**src/rtl/multicycle_ctrl_fsm_pkg.sv**
```systemverilog
// Shared constants for the multi-cycle MIPS32 main control FSM:
// state encodings, opcode/funct values, mux select and ALU operation codes.
package mips_ctrl_pkg;

    localparam int OPW = 6;
    localparam int FNW = 6;
    localparam int STW = 4;

    localparam logic [3:0] S_RESET    = 4'd0;
    localparam logic [3:0] S_FETCH    = 4'd1;
    localparam logic [3:0] S_DECODE   = 4'd2;
    localparam logic [3:0] S_EXEC_R   = 4'd3;
    localparam logic [3:0] S_WB_R     = 4'd4;
    localparam logic [3:0] S_EXEC_I   = 4'd5;
    localparam logic [3:0] S_EXEC_IZ  = 4'd6;
    localparam logic [3:0] S_WB_I     = 4'd7;
    localparam logic [3:0] S_MEM_ADDR = 4'd8;
    localparam logic [3:0] S_MEM_RD   = 4'd9;
    localparam logic [3:0] S_WB_MEM   = 4'd10;
    localparam logic [3:0] S_MEM_WR   = 4'd11;
    localparam logic [3:0] S_BRANCH   = 4'd12;
    localparam logic [3:0] S_JUMP     = 4'd13;
    localparam logic [3:0] S_TRAP     = 4'd14;

    localparam logic [5:0] OP_RTYPE = 6'b000000;
    localparam logic [5:0] OP_LW    = 6'b100011;
    localparam logic [5:0] OP_SW    = 6'b101011;
    localparam logic [5:0] OP_BEQ   = 6'b000100;
    localparam logic [5:0] OP_BNE   = 6'b000101;
    localparam logic [5:0] OP_J     = 6'b000010;
    localparam logic [5:0] OP_ADDI  = 6'b001000;
    localparam logic [5:0] OP_SLTI  = 6'b001010;
    localparam logic [5:0] OP_ANDI  = 6'b001100;
    localparam logic [5:0] OP_ORI   = 6'b001101;

    localparam logic [5:0] FN_SLL = 6'b000000;
    localparam logic [5:0] FN_SRL = 6'b000010;

    localparam logic [2:0] ALUB_RS       = 3'b000;
    localparam logic [2:0] ALUB_SHAMT    = 3'b001;
    localparam logic [2:0] ALUB_SEXT     = 3'b010;
    localparam logic [2:0] ALUB_SEXT_SL2 = 3'b011;
    localparam logic [2:0] ALUB_FOUR     = 3'b100;
    localparam logic [2:0] ALUB_ZEXT     = 3'b101;

    localparam logic [1:0] ALUOP_ADD   = 2'b00;
    localparam logic [1:0] ALUOP_SUB   = 2'b01;
    localparam logic [1:0] ALUOP_FUNCT = 2'b10;
    localparam logic [1:0] ALUOP_IMM   = 2'b11;

    localparam logic [1:0] PCSRC_ALU    = 2'b00;
    localparam logic [1:0] PCSRC_ALUOUT = 2'b01;
    localparam logic [1:0] PCSRC_JUMP   = 2'b10;

    typedef enum logic [2:0] {
        CL_RTYPE,
        CL_MEM,
        CL_BRANCH,
        CL_JUMP,
        CL_IMM_S,
        CL_IMM_Z,
        CL_ILLEGAL
    } instr_class_t;

endpackage

```
**src/rtl/multicycle_ctrl_fsm_decoder.sv**
```systemverilog
// Combinational main decoder: classifies the instruction held in IR so the
// control FSM only has to branch on a small class code.
module mips_main_decoder
    import mips_ctrl_pkg::*;
#(
    parameter int OPW = 6,
    parameter int FNW = 6
) (
    input  logic [OPW-1:0] opcode,
    input  logic [FNW-1:0] funct,
    output instr_class_t   iclass,
    output logic           is_store,
    output logic           is_shift
);

    // Opcode to instruction class; anything unlisted traps.
    always_comb begin
        iclass = CL_ILLEGAL;
        case (opcode)
            OP_RTYPE:        iclass = CL_RTYPE;
            OP_LW, OP_SW:    iclass = CL_MEM;
            OP_BEQ, OP_BNE:  iclass = CL_BRANCH;
            OP_J:            iclass = CL_JUMP;
            OP_ADDI, OP_SLTI: iclass = CL_IMM_S;
            OP_ANDI, OP_ORI: iclass = CL_IMM_Z;
            default:         iclass = CL_ILLEGAL;
        endcase
    end

    // Shift-by-immediate R-types take their B operand from shamt.
    always_comb begin
        is_store = (opcode == OP_SW);
        is_shift = (funct == FN_SLL) || (funct == FN_SRL);
    end

endmodule

```
**src/rtl/multicycle_ctrl_fsm.sv**
```systemverilog
// Main control FSM of the multi-cycle MIPS32 core.
//
// state      | meaning
// S_RESET    | held in reset, all outputs low
// S_FETCH    | read instruction at PC, load IR and PC+4 on mem_ready
// S_DECODE   | compute branch target into ALUOut, dispatch on opcode
// S_EXEC_R   | R-type ALU operation
// S_WB_R     | write ALUOut to rd
// S_EXEC_I   | immediate op, sign-extended operand
// S_EXEC_IZ  | immediate op, zero-extended operand
// S_WB_I     | write ALUOut to rt
// S_MEM_ADDR | effective address for lw/sw
// S_MEM_RD   | data read, wait for mem_ready
// S_WB_MEM   | write MDR to rt
// S_MEM_WR   | data write, wait for mem_ready
// S_BRANCH   | compare and conditional PC load
// S_JUMP     | PC load from jump target
// S_TRAP     | illegal opcode, stuck until reset
module multicycle_ctrl_fsm
    import mips_ctrl_pkg::*;
#(
    parameter int OPW = 6,
    parameter int FNW = 6,
    parameter int STW = 4
) (
    input  logic           clk,
    input  logic           rst_n,
    input  logic [OPW-1:0] opcode,
    input  logic [FNW-1:0] funct,
    input  logic           zero,
    input  logic           mem_ready,
    output logic           pc_write,
    output logic           pc_write_cond,
    output logic [1:0]     pc_src,
    output logic           iord,
    output logic           mem_read,
    output logic           mem_write,
    output logic           ir_write,
    output logic           mem_to_reg,
    output logic           reg_dst,
    output logic           reg_write,
    output logic           alu_src_a,
    output logic [2:0]     alu_src_b,
    output logic [1:0]     alu_op,
    output logic           illegal_op
);

    logic [STW-1:0] state;
    logic [STW-1:0] state_next;
    instr_class_t   iclass;
    logic           is_store;
    logic           is_shift;

    // The branch decision (zero ^ bne) is resolved in the datapath PC enable.
    logic unused_zero;
    assign unused_zero = zero;

    mips_main_decoder #(
        .OPW(OPW),
        .FNW(FNW)
    ) u_decoder (
        .opcode  (opcode),
        .funct   (funct),
        .iclass  (iclass),
        .is_store(is_store),
        .is_shift(is_shift)
    );

    // State register; reset aborts any instruction in flight.
    always_ff @(posedge clk or negedge rst_n) begin
        if (!rst_n) state <= S_RESET;
        else        state <= state_next;
    end

    // Next-state logic, memory states hold until mem_ready.
    always_comb begin
        state_next = state;
        case (state)
            S_RESET:    state_next = S_FETCH;
            S_FETCH:    if (mem_ready) state_next = S_DECODE;
            S_DECODE: begin
                case (iclass)
                    CL_RTYPE:  state_next = S_EXEC_R;
                    CL_MEM:    state_next = S_MEM_ADDR;
                    CL_BRANCH: state_next = S_BRANCH;
                    CL_JUMP:   state_next = S_JUMP;
                    CL_IMM_S:  state_next = S_EXEC_I;
                    CL_IMM_Z:  state_next = S_EXEC_IZ;
                    default:   state_next = S_TRAP;
                endcase
            end
            S_EXEC_R:   state_next = S_WB_R;
            S_WB_R:     state_next = S_FETCH;
            S_EXEC_I,
            S_EXEC_IZ:  state_next = S_WB_I;
            S_WB_I:     state_next = S_FETCH;
            S_MEM_ADDR: state_next = is_store ? S_MEM_WR : S_MEM_RD;
            S_MEM_RD:   if (mem_ready) state_next = S_WB_MEM;
            S_WB_MEM:   state_next = S_FETCH;
            S_MEM_WR:   if (mem_ready) state_next = S_FETCH;
            S_BRANCH:   state_next = S_FETCH;
            S_JUMP:     state_next = S_FETCH;
            S_TRAP:     state_next = S_TRAP;
            default:    state_next = S_RESET;
        endcase
    end

    // Output decode; FETCH commits IR/PC only in the cycle the read completes.
    always_comb begin
        pc_write      = 1'b0;
        pc_write_cond = 1'b0;
        pc_src        = PCSRC_ALU;
        iord          = 1'b0;
        mem_read      = 1'b0;
        mem_write     = 1'b0;
        ir_write      = 1'b0;
        mem_to_reg    = 1'b0;
        reg_dst       = 1'b0;
        reg_write     = 1'b0;
        alu_src_a     = 1'b0;
        alu_src_b     = ALUB_RS;
        alu_op        = ALUOP_ADD;
        illegal_op    = 1'b0;
        case (state)
            S_FETCH: begin
                mem_read  = 1'b1;
                alu_src_b = ALUB_FOUR;
                if (mem_ready) begin
                    ir_write = 1'b1;
                    pc_write = 1'b1;
                    pc_src   = PCSRC_ALU;
                end
            end
            S_DECODE:   alu_src_b = ALUB_SEXT_SL2;
            S_EXEC_R: begin
                alu_src_a = 1'b1;
                alu_op    = ALUOP_FUNCT;
                alu_src_b = is_shift ? ALUB_SHAMT : ALUB_RS;
            end
            S_WB_R: begin
                reg_dst   = 1'b1;
                reg_write = 1'b1;
            end
            S_EXEC_I: begin
                alu_src_a = 1'b1;
                alu_src_b = ALUB_SEXT;
                alu_op    = ALUOP_IMM;
            end
            S_EXEC_IZ: begin
                alu_src_a = 1'b1;
                alu_src_b = ALUB_ZEXT;
                alu_op    = ALUOP_IMM;
            end
            S_WB_I:     reg_write = 1'b1;
            S_MEM_ADDR: begin
                alu_src_a = 1'b1;
                alu_src_b = ALUB_SEXT;
            end
            S_MEM_RD: begin
                iord     = 1'b1;
                mem_read = 1'b1;
            end
            S_WB_MEM: begin
                mem_to_reg = 1'b1;
                reg_write  = 1'b1;
            end
            S_MEM_WR: begin
                iord      = 1'b1;
                mem_write = 1'b1;
            end
            S_BRANCH: begin
                alu_src_a     = 1'b1;
                alu_op        = ALUOP_SUB;
                pc_write_cond = 1'b1;
                pc_src        = PCSRC_ALUOUT;
            end
            S_JUMP: begin
                pc_write = 1'b1;
                pc_src   = PCSRC_JUMP;
            end
            S_TRAP:     illegal_op = 1'b1;
            default: ;
        endcase
    end

endmodule

```
**config.mk**
```make
export PLATFORM = sky130hd
export DESIGN_NAME = multicycle_ctrl_fsm
export DESIGN_NICKNAME = d
export VERILOG_FILES = /design/src/rtl/multicycle_ctrl_fsm_pkg.sv /design/src/rtl/multicycle_ctrl_fsm_decoder.sv /design/src/rtl/multicycle_ctrl_fsm.sv
export SDC_FILE = /design/constraint.sdc
export NUM_CORES = 1
export LEC_CHECK = 0
export BUFFER_PORTS_ARGS = -buffer_cell sky130_fd_sc_hd__buf_2
export CAP_MARGIN = 20
export CORE_UTILIZATION = 44
export DETAILED_ROUTE_END_ITERATION = 7
export HOLD_SLACK_MARGIN = 0.12
export PLACE_DENSITY_LB_ADDON = 0.25
export SYNTH_ARGS = -nofsm -noshare
export SYNTH_HDL_FRONTEND = slang
export SYNTH_SLANG_ARGS = --single-unit
```
**constraint.sdc**
```tcl
create_clock -name clk -period 1.8 [get_ports clk]
set_input_delay 0.27 -clock clk [delete_from_list [all_inputs] [get_ports clk]]
set_output_delay 0.27 -clock clk [all_outputs]
set_load 0.05 [all_outputs]
```
* Word-level counts from Yosys, hierarchy flattened
Cells that the tools add are included.
Storage, ports and cells: flip-flop bits (word level) 4, input bits 16, output and inout port bits 18, logic and storage cells 73
Operators by class: equal/unequal tests 32, muxes and demuxes 23, reductions and logical operators 17
Operator list (count):
- $pmux 4 s9 | 1
- $eq 4x4->1 const B | 7
- $eq 6x4->1 const B | 4
- $pmux 4 s6 | 1
- $pmux 3 s6 | 1
- $eq 4x3->1 const B | 4
- $reduce_or 2->1 | 8
- $pmux 3 s5 | 1
- $eq 6x2->1 const B | 2
- $eq 6x3->1 const B | 2
- $eq 6x6->1 const B | 2
- $logic_not 6->1 | 2
- $mux 1 | 12
- $mux 4 | 3
- $eq 4x2->1 const B | 2
- $eq 3x2->1 const B | 2
- $eq 3x3->1 const B | 2
- $ne 2x2->1 const B | 3
- $pmux 2 s3 | 1
- $reduce_or 6->1 | 1
- $reduce_or 5->1 | 1
- $eq 4x1->1 const B | 1
- $logic_not 4->1 | 1
- $pmux 2 s2 | 1
- other kinds (7) | 7

* Longest topological paths before layout
Gate-level depths: netlist of the first run.
depth in word-level cells 6, depth in mapped cells 9, depth with buffers taken out 9

* Hierarchy
From an unflattened synthesis of the first run, not the netlist that was laid out.
Second synthesis, totals: cell total of the unflattened synthesis 89, area total of the unflattened synthesis 603.1 sq um
By module, submodules not included:
- multicycle_ctrl_fsm | times used 1, cells an instance 73, area an instance 499.2 sq um, seq. area each 100.1 sq um
- mips_main_decoder | times used 1, cells an instance 16, area an instance 103.8 sq um, seq. area each 0.0 sq um

* Worst setup path before layout of the first run
Ideal clock, no wire load.
path type register to output, start point reg state[3], end point out pc_src[0], arrival time 2.305 ns, required time 1.530 ns, setup slack -0.775 ns, cell stages (with the launch flop) 5, path buffers 2, cell sequence dfrtp_1 > clkbuf_1 > nand2_1 > nor3_1 > buf_4
On the way: cells in the longest elaborated chain, start to end 2, elaborated cells between the ends (all ways) 3, those cells by class 2 x eq/ne; 1 x mux
Ends and longest elaborated chain:
- start: declaration | RTL line multicycle_ctrl_fsm.sv:48 | logic [STW-1:0] state;
- start signal: assignment | RTL line multicycle_ctrl_fsm.sv:72 | else state <= state_next;
- $eq 4x4->1 | RTL line multicycle_ctrl_fsm.sv:124 | case (state)
- $pmux 2 s2 (*) | RTL line multicycle_ctrl_fsm.sv:124
- end: declaration | RTL line multicycle_ctrl_fsm.sv:34 | output logic [1:0] pc_src,
Every way passes the cells marked *; elsewhere a longest branch is shown, timed or not.

* Final worst setup path of the first run
start point reg state[2], end point out alu_src_b[2]
On the way: cells in the longest elaborated chain, start to end 3, elaborated cells between the ends (all ways) 8, those cells by class 6 x eq/ne; 1 x mux; 1 x reduce/logical
Ends and longest elaborated chain:
- $eq 4x4->1 or $eq 4x3->1 (tied branches) | RTL line multicycle_ctrl_fsm.sv:124
- $reduce_or 2->1 (no source line)
- $pmux 3 s5 (*) | RTL line multicycle_ctrl_fsm.sv:124
- end: declaration | RTL line multicycle_ctrl_fsm.sv:43 | output logic [2:0] alu_src_b,
Marks and branches as above.

==> out/results.tsv, run 1 <==
metric	value	unit
outcome	finished, final reports clean	
synth_common_cells	nor2_1 (18), nand2_1 (9), o21ai_0 (9)	
largest_reg_flops	4	
cp.arrival	1.47	ns
routed_wl	1975	um
grt.overflow.total	0	
top_regs	state: 4 flops	
viasPerCell	5.693	
hp-class	primary input to async pin	
netlist.area_leader.share	0.1473	
cts_max_level	1	
synth_warnings	0	
cts_tree	done	
ir_drop	1136	uV
cp_top_family	flip-flops	
cap_violations	0	
rr_worst_depth	5	
fin_ws	0.06075	ns
drtIter0Drc	23	
num_rows	13	
start_kind	register	
preCtsSetupSlack	-0.2657	ns
ys_seq_elements	4	
vias	928	
dp_hpwl	1512	um
final_cell_count_no_fill	163	
antenna_cells	0	
fin_crit_sh	0.9663	
antenna_found_initial	0	
cp_cell_sequence	buf_2 -> nor2_2 -> nand2_1 -> a21oi_1 -> buf_4	
synthCells	102	
slew_violations	0	
critPathKind	register to output port	
path_max_fanout	9	
dieArea	1705	um2
initial_core_util	0.4973	
ys_seq_area_frac	0.1473	
ant_nets	0	
placed_cells	157	
cp_num_cells	5	
grt_max_degree	16	
ctsLongestPathBuffers	2	
synth.area.top_cells	dfrtp_1 (15%), nor2_1 (9.9%), o21ai_0 (6.6%)	
synthesis.area	679.4	um2
crit_end	alu_src_b[2]	
final_util	0.7701	
tightest_slew	0.4094	ns
synth_ff_type	dfrtp_1	
grt_pass1_vias	663	
max_freq	575.0	MHz
num-nets-final	168	
synth_cell_types	36	
crit_buf_inv	2	
synthArstFlopShare	1.000	
cts_root_buf	clkbuf_4	
final_area	1052	um2
place_area	964.7	um2
finalHoldViolations	0	
gp_congestion	0.8494	
period_minus_slack	1.739	ns
drive_gt1_frac	0.4865	
numPortBuffers	31	
clkSinkCount	4	
rrSetupSlack	0.22	ns
die_h	41.30	um
route.detailed.drc	0	
io_pins	34	
core-area	1366	um2
yosysMostFrequentCell	nor2_1	
clkTransAtPathRegs	0.04	ns
first_pass_iters	4	
synth_top_cell_by_area	dfrtp_1	
avgSynthCellArea	6.661	um2
synthToLayoutAreaGrowth	54.88	%
route.detailed.wl_per_inst	12.12	um
crit_slowest_cell	dfrtp_2	
crit_required	1.53	ns
clk_latency	0.24	ns
critPathCaptureType	output port	
cpPeakStageDelay	0.47	ns
dieWidth	41.30	um
power.leakage	0.5160	nW
registers.top_by_ff_count	state	
cts_made_buffers	3	
synth-edff-count	0	
r2r_end	state[1]	
fin_skew	0.003816	ns
grtUsageTotal	0.2489	
r2r-start	state[0]	
startpoint	state[2]	
syn_nets	120	
fin_hold_ws	0.3616	ns
relSlewSlack	0.7249	
powerDensity	2016	nW/um2
grt_pass1_wl	2766	um
setup_violations	0	
==> cell type report <==
class                   instances  area (um2)
multi-input cells              87       569.3
inverters                       4       15.01
well taps                      15       18.77
repair buffers                 50       321.6
clock buffers                   3       22.52
fillers                       111       314.1
flip-flops and latches          4       105.1
==> metal layers <==
layer	vias up	wire length, um	GRT usage	share of wire
met5	-	0	0	0
met4	0	17	0.1452	0.0086
met3	2	152	0.03191	0.077
met2	46	967	0.4023	0.49
met1	418	838	0.3133	0.42
li1	462	-	-	-
==> layout by cell type (no fill, tap or decap), types with 2 or more instances in the layout <==
| master | n |
|---|---|
| buf_2 | 29 |
| buf_4 | 17 |
| nor2_1 | 15 |
| nand2_1 | 9 |
| o21ai_0 | 8 |
| nand2b_1 | 6 |
| a21oi_1 | 6 |
| inv_1 | 4 |
| nor2_2 | 4 |
| nand3_1 | 4 |
| clkbuf_4 | 4 |
| dfrtp_2 | 4 |
| nor3_2 | 3 |
| xor2_1 | 2 |
| a21o_1 | 2 |
| nor3_1 | 2 |
| o31ai_1 | 2 |
| o211ai_1 | 2 |
| ha_1 | 2 |
==> logic make-up (layout without fill, tap and decap cells) <==
logic type,count (synthesis),count (layout),share of synthesized area
AOI/OAI and AO/OA,34,34,0.3609
xor gates and xnor gates,2,2,0.02579
adders and majority gates,2,2,0.03683
buffers and inverters,11,57,0.07735
DFF,4,4,0.1473
and+or+nand+nor,49,49,0.3518
==> what timing repair did <==
action / in CTS / in global routing
hold endpoints to repair: 4 / 0
setup endpoints to repair: 10 / 12
resized for setup: 5 / 6
setup buffers: 0 / 2
hold buffers: 1 / 0
==> where the power goes <==
group	internal (mW)	switching, mW	total [mW]
clock network	0.0746	0.0373	0.112
logic	0.584	1.16	1.75
registers	0.146	0.115	0.261
total	0.805	1.32	2.12
==> worst register-to-register path, cell delays in order, from the launching register on <==
cell and delay, ns:
dfrtp_2 0.47, inv_1 0.14, nand2_1 0.14, nor3_1 0.36
o21ai_0 0.16, o211ai_1 0.21
==> metrics by stage <==
stage | total power [mW] | TNS (ns)
floorplan | 1.478 | -0.7024
global placement | 1.817 | -0.3113
detailed placement | 1.842 | -0.6031
CTS | 1.999 | 0
global route | 2.267 | -0.02751
finish | 2.121 | 0
==> worst min-delay path by stage <==
stage,from,to,slack [ns],cells past startpoint
3_3_place_gp,rst_n,state[0],0.08,1
6_report,rst_n,state[0],0.36,2
3_5_place_dp,rst_n,state[1],0.08,1
2_1_floorplan,rst_n,state[0],-0.03,0
5_1_grt,rst_n,state[0],0.40,2
4_1_cts,rst_n,state[0],0.35,2
Power figures use the tool's default switching activity.
==> inputs of run 2 (changes only) <==
==> constraint.sdc (replaced) <==
create_clock -name clk -period 1.8 [get_ports clk]
set_input_delay 0.27 -clock clk [delete_from_list [all_inputs] [get_ports clk]]
set_output_delay 0.27 -clock clk [all_outputs]
set_load 0.005 [all_outputs]
==> run 2 against run 1 <==
- register-to-register slack improved by 0.04 ns
- count of clock-buffer cells in the layout unchanged
- wire length increased by 3.1%
- combinational power is 48% lower
- design area shrank 5.7%
- power is 39% lower
- global-route usage is 0.44 points higher
- sequential share of layout area up 0.35 points
- non-clock buffer count decreased by 2
- fmax is 1.2% higher
- highest routed layer is now met3
==> out/results.tsv, run 2 (same netlist as run 1, synthesis figures left out) <==
metric	value	unit
outcome	finished, final reports clean	
final_cell_count_no_fill	161	
cts_made_buffers	3	
clkSinkCount	4	
cap_violations	0	
initial_core_util	0.4973	
cts_max_level	1	
viasPerCell	5.590	
registers.top_by_ff_count	state	
num_rows	13	
tightest_slew	0.4170	ns
period_minus_slack	1.718	ns
power.leakage	0.4994	nW
rrSetupSlack	0.26	ns
clkTransAtPathRegs	0.04	ns
hp-class	primary input to async pin	
ir_drop	779.7	uV
drtIter0Drc	23	
die_h	41.30	um
power	1.292	mW
start_kind	primary input	
first_pass_iters	4	
antenna_found_initial	0	
dieWidth	41.30	um
fin_crit_sh	0.9546	
fin_skew	0.0001006	ns
antenna_cells	0	
grt.overflow.total	0	
setup_violations	0	
core-area	1366	um2
rsz0062_at_grt	false	
grtUsageTotal	0.2533	
crit_required	1.91	ns
relSlewSlack	0.7199	
num-nets-final	166	
largest_reg_flops	4	
clk_latency	0.23	ns
dieArea	1705	um2
powerDensity	1303	nW/um2
ctsLongestPathBuffers	2	
gp_congestion	0.8556	
max_freq	582.0	MHz
grt_max_degree	16	
layout_common_cells	buf_2 (31), nor2_1 (18), buf_4 (16)	
path_max_fanout	4	
rr_worst_depth	5	
route.detailed.drc	0	
finalHoldViolations	0	
cts_root_buf	clkbuf_4	
routed_wl	2036	um
dp_hpwl	1566	um
layout.cells.most_common	buf_2	
synthToLayoutAreaGrowth	46.04	%
cts_tree	done	
critPathCaptureType	register	
drive_gt1_frac	0.4315	
ant_nets	0	
vias	900	
route.detailed.wl_per_inst	12.65	um
top_regs	state: 4 flops	
cp.arrival	1.83	ns
placed_cells	156	
grt_pass1_wl	2918	um
grt_pass1_vias	712	
slew_violations	0	
io_pins	34	
critPathKind	primary input to register	
numPortBuffers	31	
run 2: cell types whose count changed in the layout (fill, tap and decap cells not counted), sizes merged:
cell	before	now
buf	48	47
clkbuf	4	3
run 2: what timing repair did:
| item | 4_1_cts | 5_1_grt |
|---|---|---|
| gates resized for setup | 1 | 7 |
| gates cloned | 0 | 0 |
| hold buffers | 1 | 0 |
| hold endpoints to repair | 4 | 0 |
| endpoints found under the setup margin | 1 | 5 |
| setup buffers | 0 | 1 |
| pin swaps | 0 | 1 |
run 2: layout make-up:
| class | instances | area, um2 |
|---|---|---|
| tap | 15 | 18.77 |
| sequential | 4 | 102.6 |
| clock buffer | 3 | 22.52 |
| multi-input combinational | 87 | 548.0 |
| timing repair buffer | 48 | 285.3 |
| fill | 121 | 374.1 |
| inverter | 4 | 15.01 |
run 2: metal layers:
| metal | track usage | up-vias | wire (um) |
|---|---|---|---|
| li1 | - | 457 | - |
| met1 | 0.3449 | 414 | 990 |
| met2 | 0.4258 | 29 | 979 |
| met3 | 0.005319 | 0 | 65 |
| met4 | 0.08871 | 0 | 0 |
| met5 | 0 | - | 0 |
run 2: critical path, cell delays in order:
cell      delay [ns]
buf_2           0.13
nand2b_4        0.14
a21boi_1        0.14
nor4_2          0.21
ha_1            0.32
inv_2           0.07
o21bai_1        0.09
a21o_1          0.17
a221o_1         0.30
run 2: metrics by stage:
step	utilization	hold slack, ns	cell area (um2)	TNS (ns)	worst slack, ns
floorplan	-	-0.02559	679.4	0	0.03086
global route	0.7262	0.4103	992.2	0	0.006706
detailed placement	0.6795	0.07331	928.4	-0.5241	-0.2490
global placement	0.6795	0.07233	928.4	-0.2416	-0.1573
CTS	0.7079	0.3588	967.2	0	0.02840
finish	0.7262	0.3787	992.2	0	0.08173
run 2: worst paths after layout:
path | startpoint | end
setup / recovery | opcode[1] | state[3]
hold / removal | rst_n | state[3]
setup reg to reg | state[0] | state[0]
hold reg to reg | state[0] | state[2]
max in group asynchronous | rst_n | state[2]
min in group clk | mem_ready | state[0]
run 2: power breakdown:
part	internal [mW]	total (mW)	switching (mW)
clock	0.0746	0.112	0.0377
combinational	0.444	0.908	0.464
sequential	0.141	0.272	0.131
